==> src/rtl/seq_mul_arbiter_pkg.sv <==
// seq_mul_arbiter_pkg: shared FSM encoding, default sizes and a width helper
package seq_mul_arbiter_pkg;
    localparam int DEF_N_REQ = 4;
    localparam int DEF_WIDTH = 16;
    localparam int DEF_MUL_LATENCY = 17;

    typedef enum logic [1:0] {S_IDLE, S_LOAD, S_WAIT, S_RESP} state_t;

    // never returns 0 so that derived vectors always have at least one bit
    function automatic int clog2(input int v);
        int r;
        r = 0;
        while ((1 << r) < v) r++;
        return (r < 1) ? 1 : r;
    endfunction
endpackage

==> src/rtl/seq_mul_arbiter_if.sv <==
// seq_mul_arbiter_if: requester-side request and response handshakes
interface seq_mul_arbiter_if
    import seq_mul_arbiter_pkg::*;
#(
    parameter int N_REQ = DEF_N_REQ,
    parameter int WIDTH = DEF_WIDTH
) ();
    localparam int IW = clog2(N_REQ);
    logic [N_REQ-1:0]       req_valid;
    logic [N_REQ-1:0]       req_ready;
    logic [N_REQ*WIDTH-1:0] req_a;
    logic [N_REQ*WIDTH-1:0] req_b;
    logic                   rsp_valid;
    logic                   rsp_ready;
    logic [IW-1:0]          rsp_id;
    logic [2*WIDTH-1:0]     rsp_prod;

    modport master (
        output req_valid, req_a, req_b, rsp_ready,
        input  req_ready, rsp_valid, rsp_id, rsp_prod
    );

    modport slave (
        input  req_valid, req_a, req_b, rsp_ready,
        output req_ready, rsp_valid, rsp_id, rsp_prod
    );
endinterface

==> src/rtl/seq_mul_arbiter_rr_arbiter.sv <==
// rr_arbiter: combinational round-robin pick of the first request at or above ptr
module rr_arbiter
    import seq_mul_arbiter_pkg::*;
#(
    parameter int N_REQ = DEF_N_REQ,
    parameter int IW = clog2(N_REQ)
) (
    input  logic [N_REQ-1:0] i_req,
    input  logic [IW-1:0]    i_ptr,
    output logic [N_REQ-1:0] o_grant,
    output logic [IW-1:0]    o_idx
);
    // scan from the farthest offset down so the nearest request wins
    always_comb begin
        o_grant = '0;
        o_idx = '0;
        for (int k = N_REQ - 1; k >= 0; k--) begin
            if (i_req[IW'((int'(i_ptr) + k) % N_REQ)]) o_idx = IW'((int'(i_ptr) + k) % N_REQ);
        end
        o_grant[o_idx] = |i_req;
    end
endmodule

==> src/rtl/seq_mul_arbiter.sv <==
// seq_mul_arbiter: round-robin sharing of one seq_mul among N_REQ requesters,
// one transaction in flight: IDLE -> LOAD -> WAIT -> RESP -> IDLE
module seq_mul_arbiter
    import seq_mul_arbiter_pkg::*;
#(
    parameter int N_REQ = DEF_N_REQ,
    parameter int WIDTH = DEF_WIDTH,
    parameter int MUL_LATENCY = DEF_MUL_LATENCY
) (
    input  logic               clk,
    input  logic               rst_n,
    seq_mul_arbiter_if.slave   bus,
    output logic               o_busy,
    output logic               o_mul_write,
    output logic [WIDTH-1:0]   o_mul_a,
    output logic [WIDTH-1:0]   o_mul_b,
    input  logic [2*WIDTH-1:0] i_mul_prod
);
    localparam int IW = clog2(N_REQ);
    localparam int CW = clog2(MUL_LATENCY + 1);

    state_t             r_state, w_next;
    logic [IW-1:0]      r_ptr, r_id, w_idx;
    logic [N_REQ-1:0]   w_grant;
    logic [WIDTH-1:0]   r_a, r_b, w_a, w_b;
    logic [2*WIDTH-1:0] r_prod;
    logic [CW-1:0]      r_cnt;
    logic               w_accept, w_done;

    rr_arbiter #(.N_REQ(N_REQ), .IW(IW)) u_arb (
        .i_req   (bus.req_valid),
        .i_ptr   (r_ptr),
        .o_grant (w_grant),
        .o_idx   (w_idx)
    );

    // grant is suppressed while reset is held so every output reads 0
    assign bus.req_ready = (r_state == S_IDLE && rst_n) ? w_grant : '0;
    assign w_accept = |(bus.req_valid & bus.req_ready);
    assign w_done = r_state == S_WAIT && r_cnt == '0;

    always_comb begin
        w_a = '0;
        w_b = '0;
        for (int i = 0; i < N_REQ; i++) begin
            if (w_idx == IW'(i)) begin
                w_a = bus.req_a[i*WIDTH +: WIDTH];
                w_b = bus.req_b[i*WIDTH +: WIDTH];
            end
        end
    end

    always_comb begin
        w_next = r_state;
        case (r_state)
            S_IDLE:  w_next = w_accept ? S_LOAD : S_IDLE;
            S_LOAD:  w_next = S_WAIT;
            S_WAIT:  w_next = w_done ? S_RESP : S_WAIT;
            S_RESP:  w_next = bus.rsp_ready ? S_IDLE : S_RESP;
            default: w_next = S_IDLE;
        endcase
    end

    always_ff @(posedge clk or negedge rst_n) begin
        if (!rst_n) r_state <= S_IDLE;
        else r_state <= w_next;
    end

    always_ff @(posedge clk or negedge rst_n) begin
        if (!rst_n) begin
            r_ptr <= '0;
            r_id <= '0;
            r_a <= '0;
            r_b <= '0;
            r_prod <= '0;
            r_cnt <= '0;
        end else begin
            if (w_accept) begin
                r_id <= w_idx;
                r_a <= w_a;
                r_b <= w_b;
            end
            if (r_state == S_LOAD) r_cnt <= CW'(MUL_LATENCY - 1);
            else if (r_state == S_WAIT && r_cnt != '0) r_cnt <= r_cnt - 1'b1;
            if (w_done) r_prod <= i_mul_prod;
            if (r_state == S_RESP && bus.rsp_ready) r_ptr <= (r_id == IW'(N_REQ - 1)) ? '0 : r_id + 1'b1;
        end
    end

    assign bus.rsp_valid = r_state == S_RESP;
    assign bus.rsp_id = r_id;
    assign bus.rsp_prod = r_prod;
    assign o_busy = r_state != S_IDLE;
    assign o_mul_write = r_state == S_LOAD;
    assign o_mul_a = r_a;
    assign o_mul_b = r_b;
endmodule

==> src/flat_wrapper.sv <==
// flat-port wrapper written by rule: the top's interface ports become plain ports
module seq_mul_arbiter_flat import seq_mul_arbiter_pkg::*;
#(
    parameter int N_REQ = DEF_N_REQ,
    parameter int WIDTH = DEF_WIDTH,
    parameter int MUL_LATENCY = DEF_MUL_LATENCY
)
  (clk, rst_n, o_busy, o_mul_write, o_mul_a, o_mul_b, i_mul_prod, bus_req_valid, bus_req_a, bus_req_b, bus_rsp_ready, bus_req_ready, bus_rsp_valid, bus_rsp_id, bus_rsp_prod);
  seq_mul_arbiter_if #(.N_REQ(N_REQ), .WIDTH(WIDTH)) bus_i ();
  input  logic clk;
  input  logic rst_n;
  output logic o_busy;
  output logic o_mul_write;
  output logic [WIDTH-1:0] o_mul_a;
  output logic [WIDTH-1:0] o_mul_b;
  input  logic [2*WIDTH-1:0] i_mul_prod;
  input wire logic [$bits(bus_i.req_valid)-1:0] bus_req_valid;
  input wire logic [$bits(bus_i.req_a)-1:0] bus_req_a;
  input wire logic [$bits(bus_i.req_b)-1:0] bus_req_b;
  input wire logic [$bits(bus_i.rsp_ready)-1:0] bus_rsp_ready;
  output wire logic [$bits(bus_i.req_ready)-1:0] bus_req_ready;
  output wire logic [$bits(bus_i.rsp_valid)-1:0] bus_rsp_valid;
  output wire logic [$bits(bus_i.rsp_id)-1:0] bus_rsp_id;
  output wire logic [$bits(bus_i.rsp_prod)-1:0] bus_rsp_prod;
  assign bus_i.req_valid = bus_req_valid;
  assign bus_i.req_a = bus_req_a;
  assign bus_i.req_b = bus_req_b;
  assign bus_i.rsp_ready = bus_rsp_ready;
  assign bus_req_ready = bus_i.req_ready;
  assign bus_rsp_valid = bus_i.rsp_valid;
  assign bus_rsp_id = bus_i.rsp_id;
  assign bus_rsp_prod = bus_i.rsp_prod;
  seq_mul_arbiter #(.N_REQ(N_REQ), .WIDTH(WIDTH), .MUL_LATENCY(MUL_LATENCY)) u_core (.clk(clk), .rst_n(rst_n), .bus(bus_i), .o_busy(o_busy), .o_mul_write(o_mul_write), .o_mul_a(o_mul_a), .o_mul_b(o_mul_b), .i_mul_prod(i_mul_prod));
endmodule
==> config.mk <==
export PLATFORM = sky130hd
export DESIGN_NAME = seq_mul_arbiter_flat
export DESIGN_NICKNAME = d
export VERILOG_FILES = /design/src/rtl/seq_mul_arbiter_pkg.sv /design/src/rtl/seq_mul_arbiter_if.sv /design/src/rtl/seq_mul_arbiter_rr_arbiter.sv /design/src/rtl/seq_mul_arbiter.sv /design/src/flat_wrapper.sv
export SDC_FILE = /design/constraint.sdc
export NUM_CORES = 1
export LEC_CHECK = 0
export CORE_MARGIN = 2
export CORE_UTILIZATION = 38
export CTS_CLUSTER_DIAMETER = 40
export DETAILED_ROUTE_END_ITERATION = 6
export PLACE_DENSITY = 0.81
export SETUP_SLACK_MARGIN = 0.4
export SLEW_MARGIN = 20
export SYNTH_ARGS = -nofsm -noshare
export SYNTH_HDL_FRONTEND = slang
export SYNTH_HIERARCHICAL = 1
export SYNTH_SLANG_ARGS = --single-unit
==> constraint.sdc <==
create_clock -name clk -period 2.7 [get_ports clk]
set_clock_uncertainty 0.2 [all_clocks]
set_input_delay 0.54 -clock clk [delete_from_list [all_inputs] [get_ports clk]]
set_output_delay 0.54 -clock clk [all_outputs]
set_load 0.01 [all_outputs]
; Yosys cells after proc, flatten, opt, wreduce, memory -nomap -nowiden
; Cells that the tools add are included.
[totals]
word_cells = 74
output_inout_bits = 73
register_bits = 75
inputBits = 167
[classes]
bitwise = 2
add_sub_neg = 5
n_mux = 34
eq_ne = 7
reduce_logical = 13
n_lt_le_gt_ge = 6
[op_table]
columns = cell, count
row1 = $mux W16, 8
row2 = $lt A2 B4 Y1 const B, 4
row3 = $mux W2, 6
row4 = $mux W1, 11
row5 = $eq A2 B2 Y1 const B, 5
row6 = $mux W5, 2
row7 = $and A4 B4 Y4, 2
row8 = $bmux W1 S2, 4
row9 = $pmux W2 S4, 1
row10 = $reduce_or A4 Y1, 2
row11 = $logic_and A1 B1 Y1, 5
row12 = $logic_not A5 Y1, 1
row13 = $reduce_bool A5 Y1, 1
row14 = $sub A5 B1 Y5 const B, 1
row15 = $add A2 B1 Y2 const B, 2
row16 = $add A2 B2 Y2 const B, 2
row17 = $eq A2 B1 Y1 const B, 2
row18 = $logic_not A2 Y1, 2
row19 = $mux W4, 1
row20 = $reduce_bool A2 Y1, 2
row21 = $lt A2 B3 Y1 const B, 1
row22 = $demux W1 S2, 1
row23 = $ge A2 B1 Y1 const B, 1

; Longest topological paths before layout
[depth]
word_depth = 18
mapped_depth = 8
depth_no_buf = 6

; By module
; Netlist, hierarchy kept.
[by_module_without_submodules]
columns = mod, instances, seq_area_each_um2, cells_each, area_each_um2
row1 = seq_mul_arbiter, 1, 1876.8, 232, 3897.5
row2 = rr_arbiter, 1, 0.0, 31, 203.9

; Worst setup path after synthesis
; Ideal clock, no wire load.
[synth_path]
kind = in2reg
start = input port bus_req_valid[0]
end = register u_core.r_a[0], in the netlist u_core/o_mul_a[0]
n_path_buf = 3
required_time_ns = 2.375
slack_ns = 0.168
arrival_ns = 2.207
stages = 8
setup_ns = 0.125
path_cell_list = buf_4 a21boi_0 o22ai_1 a31oi_1 buf_6 buf_6 mux4_1 mux2_2
[synth_via]
elab_chain_cells = 15
word_cells_on_any_way = 34
classes_between = 2 x order compare / 3 x eq/ne / 23 x mux / 2 x bitwise / 4 x reduce/logical
[synth_lines]
columns = element, line
row1 = from (decl), flat_wrapper.sv:17  ; input wire logic [$bits(bus_i.req_valid)-1:0] bus_req_valid;
row2 = $bmux W1 S2, seq_mul_arbiter_rr_arbiter.sv:18  ; if (i_req[IW'((int'(i_ptr) + k) % N_REQ)]) o_idx = IW'((int'(i_ptr) + k) % N_REQ);
row3 = $mux W1 (not written as such) (2 in a row), seq_mul_arbiter_rr_arbiter.sv:18
row4 = $mux W2 (3 in a row), seq_mul_arbiter_rr_arbiter.sv:18
row5 = $mux W2 (*), seq_mul_arbiter_rr_arbiter.sv:18
row6 = named net u_core.w_idx[0], seq_mul_arbiter.sv:23  ; logic [IW-1:0] r_ptr, r_id, w_idx;
row7 = $lt A2 B3 Y1 (not written as such) or $ge A2 B1 Y1 (tied branches), seq_mul_arbiter_rr_arbiter.sv:20  ; o_grant[o_idx] = |i_req;
row8 = $logic_and A1 B1 Y1 (not written as such), seq_mul_arbiter_rr_arbiter.sv:20
row9 = $mux W1 (not written as such), seq_mul_arbiter_rr_arbiter.sv:20
row10 = $demux W1 S2, seq_mul_arbiter_rr_arbiter.sv:20
row11 = $and A4 B4 Y4 (no line), --
row12 = $mux W4, seq_mul_arbiter.sv:38  ; assign bus.req_ready = (r_state == S_IDLE && rst_n) ? w_grant : '0;
row13 = $and A4 B4 Y4, seq_mul_arbiter.sv:39  ; assign w_accept = |(bus.req_valid & bus.req_ready);
row14 = $reduce_or A4 Y1, seq_mul_arbiter.sv:39
row15 = to (signal assigned), seq_mul_arbiter.sv:80  ; r_a <= w_a;
row16 = to (decl), seq_mul_arbiter.sv:25  ; logic [WIDTH-1:0] r_a, r_b, w_a, w_b;
; Mark *: on every way through the listed nets, which the timed path passes. The rest lies on a longest branch. The select of a mux whose other input is x is not followed.
; A chain may end at the register's enable or synchronous reset.

; Worst setup path after layout
[layout_path]
start = register u_core.r_ptr[1]
end = register u_core.r_b[8], in the netlist u_core/o_mul_b[8]
[layout_via]
elab_chain_cells = 16
word_cells_on_any_way = 36
classes_between = 3 x add/sub / 2 x order compare / 3 x eq/ne / 23 x mux / 2 x bitwise / 3 x reduce/logical
[layout_lines]
columns = element, line
row1 = from (decl), seq_mul_arbiter.sv:23
row2 = from (signal assigned), seq_mul_arbiter.sv:86  ; if (r_state == S_RESP && bus.rsp_ready) r_ptr <= (r_id == IW'(N_REQ - 1)) ? '0 : r_id + 1'b1;
row3 = $add A2 B2 Y2, seq_mul_arbiter_rr_arbiter.sv:18
row4 = $bmux W1 S2, seq_mul_arbiter_rr_arbiter.sv:18
row5 = $mux W1 (not written as such) (2 in a row), seq_mul_arbiter_rr_arbiter.sv:18
row6 = $mux W2 (3 in a row), seq_mul_arbiter_rr_arbiter.sv:18
row7 = $mux W2 (*), seq_mul_arbiter_rr_arbiter.sv:18
row8 = named net u_core.w_idx[0], seq_mul_arbiter.sv:23
row9 = $lt A2 B3 Y1 (not written as such) or $ge A2 B1 Y1 (tied branches), seq_mul_arbiter_rr_arbiter.sv:20
row10 = $logic_and A1 B1 Y1 (not written as such), seq_mul_arbiter_rr_arbiter.sv:20
row11 = $mux W1 (not written as such), seq_mul_arbiter_rr_arbiter.sv:20
row12 = $demux W1 S2, seq_mul_arbiter_rr_arbiter.sv:20
row13 = $and A4 B4 Y4 (no line), --
row14 = $mux W4, seq_mul_arbiter.sv:38
row15 = $and A4 B4 Y4, seq_mul_arbiter.sv:39
row16 = $reduce_or A4 Y1, seq_mul_arbiter.sv:39
row17 = to (signal assigned), seq_mul_arbiter.sv:81  ; r_b <= w_b;
row18 = to (decl), seq_mul_arbiter.sv:25
; Marks and branches as above.

==> results.txt <==
RePlAce Congestion = 0.956
post-route cell area = 0.00736 mm²
CTS buffer count = 9
nets@finish = 699
synthesized flop and latch total = 75
hpwl dp = 9770 µm
Startpoint Class = flop
grt ovf = 0
final hold vios = 0
GRT Total Usage = 0.224
total number of vias = 3495
Core Footprint = 0.0104 mm²
R2R cell count = 8
pin count of the biggest net entering global routing = 68
R2R Setup Slk = 0.17 ns
Post-Syn Nets = 432
Initial DRC Count = 115
post-route worst setup slack = 0.168 ns
Vias/cell = 5.21
Die Y-Extent = 108 µm
vias in the first global route = 3779
Max VDD drop = 0.000657 V
Setup WS pre-CTS = -0.439 ns
Slew HR = 0.420
Multi-input gate area = 0.00220 mm²
ys flop type = dfrtp_1
CP arrival = 2.57 ns
Crit Path Category = flop to flop
Routed WL per cell = 20.5 µm
Post-synth ARST share = 1.00
outcome = finished, final reports clean
DIE AREA = 0.0116 mm²
Req. time, crit path = 2.74 ns
Slew @ Worst Pin = 0.870 ns
detailed-route wire length = 13800 µm
post-layout minimum cycle time = 2.53 ns
drt first pass iters = 4
Skew-Pair Late Insertion Delay = 0.35 ns
TritonCTS clock tree = yes
CTS Buffer Depth = 2
Reg2Reg Launch Point = u_core/r_ptr[1]
Lkg Pwr = 3.13 nW
Initial Util = 0.394
Final Util = 0.706
capturing point of the worst reg2reg path = u_core/o_mul_b[8]
Synth Cell Area = 0.00410 mm²
final cycle utilization of the critical path = 0.938
EDFF count, synth = 0
Hold WS = 0.254 ns
Horiz. Die Dim = 108 µm
share of layout cells above drive strength 1 = 0.342
library cells used by synthesis = 39
placed inst area = 0.00672 mm²
Seq/Total Area, Yosys = 0.458
HP Class = primary input to async pin
Power Dens Cells = 992 mW/mm²
Final setup viols = 0
Fmax achieved = 395 MHz
Post-Syn Instances = 263
number of fill cells = 705
register area = 0.00188 mm²
H-tree levels = 3
RSZ-0062 raised after global routing = yes
area delta synth->final = 79.3%
first-pass GRT wire length = 19700 µm
PortBufs = 239
max-cap violations = 0
worst-path fanout max = 7
clk root buf = clkbuf_8
Sink Count = 75
Avg Inst Size Synth = 15.6 µm²
final-report max-slew violation count = 0
synth warn = 6
Antenna Violating Nets Remaining = 0
crit end category = flop
site row count = 37
antenna cell count = 0
drt drc = 0
clk slew on worst S/H paths = 0.09 ns
# IOs = 240
initial antenna violation count = 0
-- layout by cell type, fill, tap and decap left out, drive strengths merged, types with 2 or more instances in the layout --
cell and count:
nand2b 2, and3 4, buf 36, bufinv 2, a21oi 6, o31ai 2, o211ai 5, nand2 4
clkbuf 15, o221a 2, clkdlybuf4s50 228, mux2 67, nor2 5, mux4 32, clkdlybuf4s15 2, ha 2
nand3 4, inv 11, dfrtp 75, a22o 3, nor2b 2, o21ai 6, a21boi 2, dlygate4sd2 2
-- report_power, final --
group	total, mW	switching [mW]	leakage, nW	internal, mW
Combinational	4.22	1.51	2.13	2.70
Sequential	2.09	0.388	0.892	1.70
Clock	0.994	0.443	0.110	0.551
Total	7.30	2.34	3.13	4.95
-- cells by family (layout without fill, tap and decap cells) --
kind of cell / count (synthesis) / after routing / share of synthesized area
buffers and inverters: 28 / 300 / 0.0470
AO/OA/AOI/OAI: 33 / 33 / 0.0574
AND/OR/NAND/NOR: 25 / 25 / 0.0378
flip-flops: 75 / 75 / 0.458
multiplexers: 100 / 100 / 0.394
adder cells (fa/ha/maj): 2 / 2 / 0.00610
-- cell usage after synthesis, drive strengths merged (2+ instances only) --
master	number	share of area
a21boi	2	0.0037
mux2	67	0.21
a22o	3	0.0064
nand2b	2	0.0031
and3	4	0.0061
o221a	2	0.0055
ha	2	0.0061
nand2	4	0.0043
nor2	5	0.0052
mux4	32	0.18
o31ai	2	0.0037
buf	15	0.035
clkbuf	3	0.0027
inv	10	0.0092
nor2b	2	0.0031
o21ai	6	0.0073
dfrtp	75	0.46
o211ai	5	0.0092
a21oi	6	0.0073
nand3	4	0.0049
-- metal layers --
metal / vias to the layer above / GRT usage / wire, µm
met4: 0 / 0.0962 / 428
li1: 1555 / - / -
met2: 171 / 0.391 / 7010
met5: - / 0 / 0
met1: 1731 / 0.254 / 5160
met3: 38 / 0.0672 / 1160
-- state kept, by name, summed over array words and instances (netlist names) --
| register | cells |
|---|---|
| u_core/o_mul_a | 16 |
| u_core/bus.rsp_prod | 32 |
| u_core/bus.rsp_id | 2 |
| u_core/r_ptr | 2 |
| u_core/r_state | 2 |
| u_core/o_mul_b | 16 |
| u_core/r_cnt | 5 |
-- cell type report --
| type | count | share of cell area |
|---|---|---|
| Clock inverter | 5 | 0.0116 |
| Clock buffer | 11 | 0.0192 |
| Timing Repair Buffer | 274 | 0.386 |
| Inverter | 10 | 0.00544 |
| Tap cell | 136 | 0.0231 |
| Multi-Input combinational cell | 160 | 0.299 |
| Sequential cell | 75 | 0.256 |
-- worst max path at each step --
stage | slack [ns] | cells past startpoint | end | start
floorplan | 0.29 | 8 | u_core/o_mul_a[10] | bus_req_valid[2]
global placement | -0.34 | 7 | bus_req_ready[2] | bus_req_valid[1]
detailed placement | -0.44 | 7 | u_core/o_mul_b[11] | bus_req_valid[0]
CTS | 0.16 | 7 | u_core/o_mul_a[2] | u_core/r_ptr[1]
global route | 0.14 | 8 | u_core/o_mul_a[4] | u_core/r_ptr[1]
finish | 0.17 | 8 | u_core/o_mul_b[8] | u_core/r_ptr[1]
-- worst max-delay path, stage by stage (launching register included) --
cell       delay, ns
dfrtp_2         0.41
buf_6           0.14
mux2i_4         0.23
o22ai_2         0.12
a31oi_4         0.19
buf_12          0.17
clkbuf_16       0.17
mux4_2          0.51
mux2_2          0.28
-- stage by stage --
stage               setup TNS (ns)  instances  total power [mW]
global placement            -10.64        636              5.72
finish                           0        671              7.30
CTS                              0        664              7.07
floorplan                        0        263              4.13
detailed placement          -15.19        636              5.83
global route                     0        671              7.66
-- repair_timing --
item | in CTS | in global routing
hold buffers | 1 | 0
gates resized for setup | 57 | 24
cloned | 0 | 5
endpoints found under the setup margin | 42 | 40
pin swaps | 7 | 8
setup buffers | 11 | 2
endpoints found under the hold margin | 8 | 0
Note: power is estimated with default switching activity, not from simulation.
